File: src/rtl/inst_cache.sv
// Direct-mapped read-only instruction cache.
// Hits answer combinationally; misses fetch one 256-bit line.
module inst_cache #(
  parameter int S_INDEX  = 3,
  parameter int S_OFFSET = 5,
  parameter int S_TAG    = 32 - S_INDEX - S_OFFSET
) (
  input  logic         clk,
  input  logic         rst,
  input  logic         inst_read,
  input  logic [31:0]  inst_addr,
  output logic [31:0]  inst_rdata,
  output logic         inst_resp,
  output logic [31:0]  pmem_address,
  output logic         pmem_read,
  input  logic [255:0] pmem_rdata,
  input  logic         pmem_resp,
  output logic [31:0]  hit_count,
  output logic [31:0]  miss_count
);

  localparam int LINES = 1 << S_INDEX;
  localparam int S_LA  = S_TAG + S_INDEX;

  typedef enum logic [1:0] {
    IDLE,
    FETCH,
    FILLED
  } state_t;

  state_t state_q, state_d;

  logic [S_LA-1:0]    miss_addr_q, miss_addr_d;
  logic [31:0]        hit_count_q, hit_count_d;
  logic [31:0]        miss_count_q, miss_count_d;

  logic [LINES-1:0]   valid_q, valid_d;
  logic [S_TAG-1:0]   tag_q  [LINES];
  logic [255:0]       data_q [LINES];

  logic [S_TAG-1:0]   req_tag;
  logic [S_INDEX-1:0] req_idx;
  logic [2:0]         req_word;
  logic [S_INDEX-1:0] miss_idx;
  logic [S_TAG-1:0]   miss_tag;
  logic               hit;
  logic               fill_en;
  logic [31:0]        hit_word;
  logic               unused_addr;

  assign req_tag  = inst_addr[31:S_OFFSET+S_INDEX];
  assign req_idx  = inst_addr[S_OFFSET+S_INDEX-1:S_OFFSET];
  assign req_word = inst_addr[4:2];
  assign miss_idx = miss_addr_q[S_INDEX-1:0];
  assign miss_tag = miss_addr_q[S_LA-1:S_INDEX];

  // Byte lanes within a word are never selected separately.
  assign unused_addr = ^inst_addr[1:0];

  // Tag compare and word select on the indexed line.
  always_comb begin
    hit      = valid_q[req_idx] && (tag_q[req_idx] == req_tag);
    hit_word = data_q[req_idx][{req_word, 5'd0} +: 32];
  end

  // Next-state and handshake outputs.
  always_comb begin
    state_d      = state_q;
    miss_addr_d  = miss_addr_q;
    inst_resp    = 1'b0;
    inst_rdata   = 32'd0;
    pmem_read    = 1'b0;
    pmem_address = 32'd0;
    fill_en      = 1'b0;
    unique case (state_q)
      IDLE: begin
        if (inst_read) begin
          if (hit) begin
            inst_resp  = 1'b1;
            inst_rdata = hit_word;
          end else begin
            miss_addr_d = inst_addr[31:S_OFFSET];
            state_d     = FETCH;
          end
        end
      end
      FETCH: begin
        pmem_read    = 1'b1;
        pmem_address = {miss_addr_q, {S_OFFSET{1'b0}}};
        if (pmem_resp) begin
          fill_en = 1'b1;
          state_d = FILLED;
        end
      end
      FILLED: begin
        state_d = IDLE;
      end
      default: begin
        state_d = IDLE;
      end
    endcase
  end

  // Valid bits set on fill; only reset clears them.
  always_comb begin
    valid_d = valid_q;
    if (fill_en) begin
      valid_d[miss_idx] = 1'b1;
    end
  end

  // Saturating performance counters.
  always_comb begin
    hit_count_d  = hit_count_q;
    miss_count_d = miss_count_q;
    if (inst_resp && (hit_count_q != 32'hFFFF_FFFF)) begin
      hit_count_d = hit_count_q + 32'd1;
    end
    if (fill_en && (miss_count_q != 32'hFFFF_FFFF)) begin
      miss_count_d = miss_count_q + 32'd1;
    end
  end

  // Control state, valid bits and counters.
  always_ff @(posedge clk or posedge rst) begin
    if (rst) begin
      state_q      <= IDLE;
      miss_addr_q  <= '0;
      valid_q      <= '0;
      hit_count_q  <= 32'd0;
      miss_count_q <= 32'd0;
    end else begin
      state_q      <= state_d;
      miss_addr_q  <= miss_addr_d;
      valid_q      <= valid_d;
      hit_count_q  <= hit_count_d;
      miss_count_q <= miss_count_d;
    end
  end

  // Tag and data arrays: written on fill, never reset.
  always_ff @(posedge clk) begin
    if (fill_en) begin
      tag_q[miss_idx]  <= miss_tag;
      data_q[miss_idx] <= pmem_rdata;
    end
  end

  assign hit_count  = hit_count_q;
  assign miss_count = miss_count_q;

endmodule

File: config.mk
export PLATFORM = sky130hd
export DESIGN_NAME = inst_cache
export DESIGN_NICKNAME = d
export VERILOG_FILES = /design/src/rtl/inst_cache.sv
export SDC_FILE = /design/constraint.sdc
export NUM_CORES = 2
export LEC_CHECK = 0
export BUFFER_PORTS_ARGS = -buffer_cell sky130_fd_sc_hd__buf_4
export CAP_MARGIN = 20
export CORE_MARGIN = 8
export CORE_UTILIZATION = 57
export CTS_BUF_LIST = sky130_fd_sc_hd__clkbuf_2
export DETAILED_ROUTE_END_ITERATION = 10
export GPL_TIMING_DRIVEN = 0
export PLACE_DENSITY_LB_ADDON = 0.2
export SYNTH_ARGS = -nofsm -noshare
export SYNTH_HDL_FRONTEND = slang
export SYNTH_SLANG_ARGS = --single-unit
File: constraint.sdc
create_clock -name clk -period 22.7 [get_ports clk]
set_input_delay 0 -clock clk [delete_from_list [all_inputs] [get_ports clk]]
set_output_delay 0 -clock clk [all_outputs]
set_load 0.02 [all_outputs]
==> key figures <==
Placed design
  • Detailed Place HPWL: 152.2 mm
  • RePlAce Congestion: 0.8336
  • PortBufs: 409
  • Area post-placement: 98,450 µm²

Final layout
  • Share of layout cells above drive strength 1: 0.3696
  • Layout area overhead: 26.29%
  • Final instance area: 113,700 µm²
  • Filler Cells Inserted: 9,325
  • Final Net Count: 6,213

Hold path
  • Hold Startpoint: pmem_rdata[130]
  • Hold Path Class: in -> reg

Logic synthesis
  • Post-synth EDFFs: 2,240
  • Area leader, netlist: edfxtp_1
  • Main synth FF type: edfxtp_1
  • Synth warn: 0
  • Post-Syn Area: 90,020 µm²
  • Post-synthesis sequential area ratio: 0.7753
  • Top cells by area, synth: edfxtp_1 75%, mux4_2 17%, dfrtp_1 2.8%
  • Syn avg cell area: 24.13 µm²
  • Synth Instances: 3,731
  • FFs w/ async S/R, synth: 0.04314
  • Yosys cell types: 51
  • Synth cell count leaders: 2,240 x edfxtp_1, 683 x mux4_2, 101 x dfrtp_1, 87 x buf_2, 73 x mux2i_1
  • Yosys top cell area share: 0.7472
  • Most numerous cell in the Yosys netlist: edfxtp_1
  • Flops & latches, synth: 2,341

Global route
  • GR Util All Layers: 0.2877
  • Vias in the first global route: 53,537
  • Pin count of the biggest net entering global routing: 53
  • Initial antenna violation count: 24
  • GRT overflow: 0
  • Global-route wire length before repair: 354.8 mm

Routing
  • Post-route DRC violation count: 0
  • Final WL: 246.4 mm
  • Vias: 50,815
  • Vias per cell: 6.037
  • Drt wl/cell: 29.28 µm
  • 1st-iter DRT viols: 6,286
  • DRT Pass-1 Iters: 5
  • Remaining antenna violation count: 0

Floorplan
  • Die extent in y: 413.4 µm
  • Initial core utilization: 0.5710
  • Core area: 157,600 µm²
  • Num ports: 422
  • Die Wd: 413.4 µm
  • Die footprint: 170,900 µm²
  • FP Rows: 146

Setup path
  • Startpoint types: register
  • Critical Path Start: tag_q[3][10]
  • Top cell by count, worst path: dlygate4sd3_1
  • Max incr delay on CP: 0.96 ns
  • Arr. time, crit path: 7.32 ns
  • Crit-path slowest cell: dlygate4sd3_1
  • RR Startpoint: tag_q[4][7]
  • Critical Setup Path Class: reg -> out
  • Worst Path Max Fanout: 10
  • Worst-path cell chain: mux4_2, mux2i_1, xor2_1, nand3_1, and4bb_2, dlygate4sd3_1, nand4b_4, dlygate4sd3_1, buf_6, buf_2, a211oi_1, buf_4
  • Crit end category: primary output
  • CP Data Required Time: 22.70 ns

Power
  • Pwr dens: 78.76 nW/µm²
  • LEAKAGE: 39.51 nW
  • Maximum vdd drop: 71.42 µV
  • Final Total Pwr: 8.954 mW

Timing
  • Fmax: 136.6 MHz
  • Final Max Slew Viols: 0
  • Hold Vio Cnt, Final: 0
  • Fin Hold WS: 0.1956 ns
  • Actual slew at the worst max-slew pin: 1.218 ns
  • RSZ-0062 raised after global routing: no
  • Setup violators final: 0
  • Min cycle time layout: 7.323 ns
  • Normalized max-slew margin: 0.1883
  • Clock skew: 0.1742 ns
  • Final Cycle Share: 0.3226
  • Setup TNS Final: 0 ns

CTS
  • Clock Latency Late Sink: 1.86 ns
  • Clock slew at reported path FFs: 0.12 ns
  • Root buf cell: clkbuf_2
  • Post-CTS Setup Bufs: 0
  • Clock sink total: 2,341
  • CTS tree: yes
  • Max clock buf depth: 4
  • H-tree levels: 6
  • Hold bufs inserted after CTS: 1,016
  • Total CTS buffers: 592
  • PostCTS Resize Cnt: 0

Status
  • Status: finished, final reports clean

Flow run
  • Maxcap violations: 0
power by group:
group	switching [mW]	internal, mW	leakage (nW)
clock	1.69	1.06	3.89
combinational	0.562	0.511	14.1
sequential	0.102	5.03	21.5
total	2.36	6.60	39.5
routing by layer:
metal  GRT usage  up-vias  wire length, µm
li1            -    20819                -
met3     0.07490      602            25070
met1      0.3820    26205            91710
met4      0.1163       16             9529
met2      0.4611     3173           120000
met5           0        -              123
through the flow:
stage | util | instances | setup WS [ns]
finish | 0.7211 | 8417 | 15.38
global route | 0.7209 | 8402 | 15.14
CTS | 0.7207 | 8392 | 15.39
detailed placement | 0.6245 | 6380 | 17.90
global placement | 0.6070 | 6216 | -20.13
floorplan | - | 3735 | 1.146
flip-flops by register name (all words and copies together) (netlist names):
name         count
miss_addr_q     27
miss_count      32
hit_count       32
state_q          2
data_q        2048
valid_q          8
tag_q          192
layout make-up:
type,instances,area (µm²),area share
Multi-Input combinational cell,1193,19340,0.1701
Clock buffer,859,4299,0.03782
Sequential cell,2341,69790,0.6139
Antenna cell,24,60.06,0.0005283
Tap cell,2072,2592,0.02280
Timing Repair Buffer,1590,15960,0.1404
Inverter,8,35.03,0.0003082
Buffer,193,924.6,0.008133
Clock inverter,137,675.6,0.005943
worst max-delay path: cells and delay by family, from the launching register on:
kind                      cells  cell delay, ns
buffers and inverters         5            2.41
and+or+nand+nor               3            0.87
AOI/OAI and AO/OA             1            0.81
muxes                         2            0.71
DFF                           1            0.40
xor gates and xnor gates      1            0.30
cell families (layout without fill, tap and decap cells):
kind of cell               after synthesis  after routing  share of synthesized area
other                                    1             29                 0.00004166
muxes                                  788            788                     0.1830
DFF                                   2341           2341                     0.7753
adders and majority gates                2              2                  0.0002779
and+or+nand+nor                        251            251                    0.01751
AOI/OAI and AO/OA                       70             70                   0.005768
xor gates and xnor gates                77             77                   0.007492
buffers and inverters                  201           2787                    0.01059
placed cells by master, fill, tap and decap left out, drive strengths merged, types with 3 or more instances in the layout:
cell,count
nor2b,37
buf,699
conb,5
o21ai,3
nand3,23
a22oi,18
mux4,683
clkinv,116
mux2i,73
nand2b,3
and4,8
and3,16
a21oi,5
nand4,21
dfrtp,101
inv,20
mux2,32
clkinvlp,4
a22o,5
or3,3
xor2,48
a211oi,30
clkbuf,928
edfxtp,2240
nand2,32
diode,24
nor3,31
xnor2,29
and2,33
nor2,22
nor4,7
or2,9
dlygate4sd3,1015
bufinv,5
final timing paths:
kind / depth (start not counted) / slack (ns) / to
hold reg to reg: 1 / 0.47 / valid_q[6]
setup / recovery: 12 / 15.38 / inst_rdata[26]
setup reg to reg: 12 / 17.83 / miss_addr_q[3]
hold / removal: 4 / 0.20 / data_q[3][130]
max in group asynchronous: 8 / 21.36 / valid_q[4]
min in group asynchronous: 7 / 0.59 / miss_count[5]
Note: power is estimated with default switching activity, not from simulation.
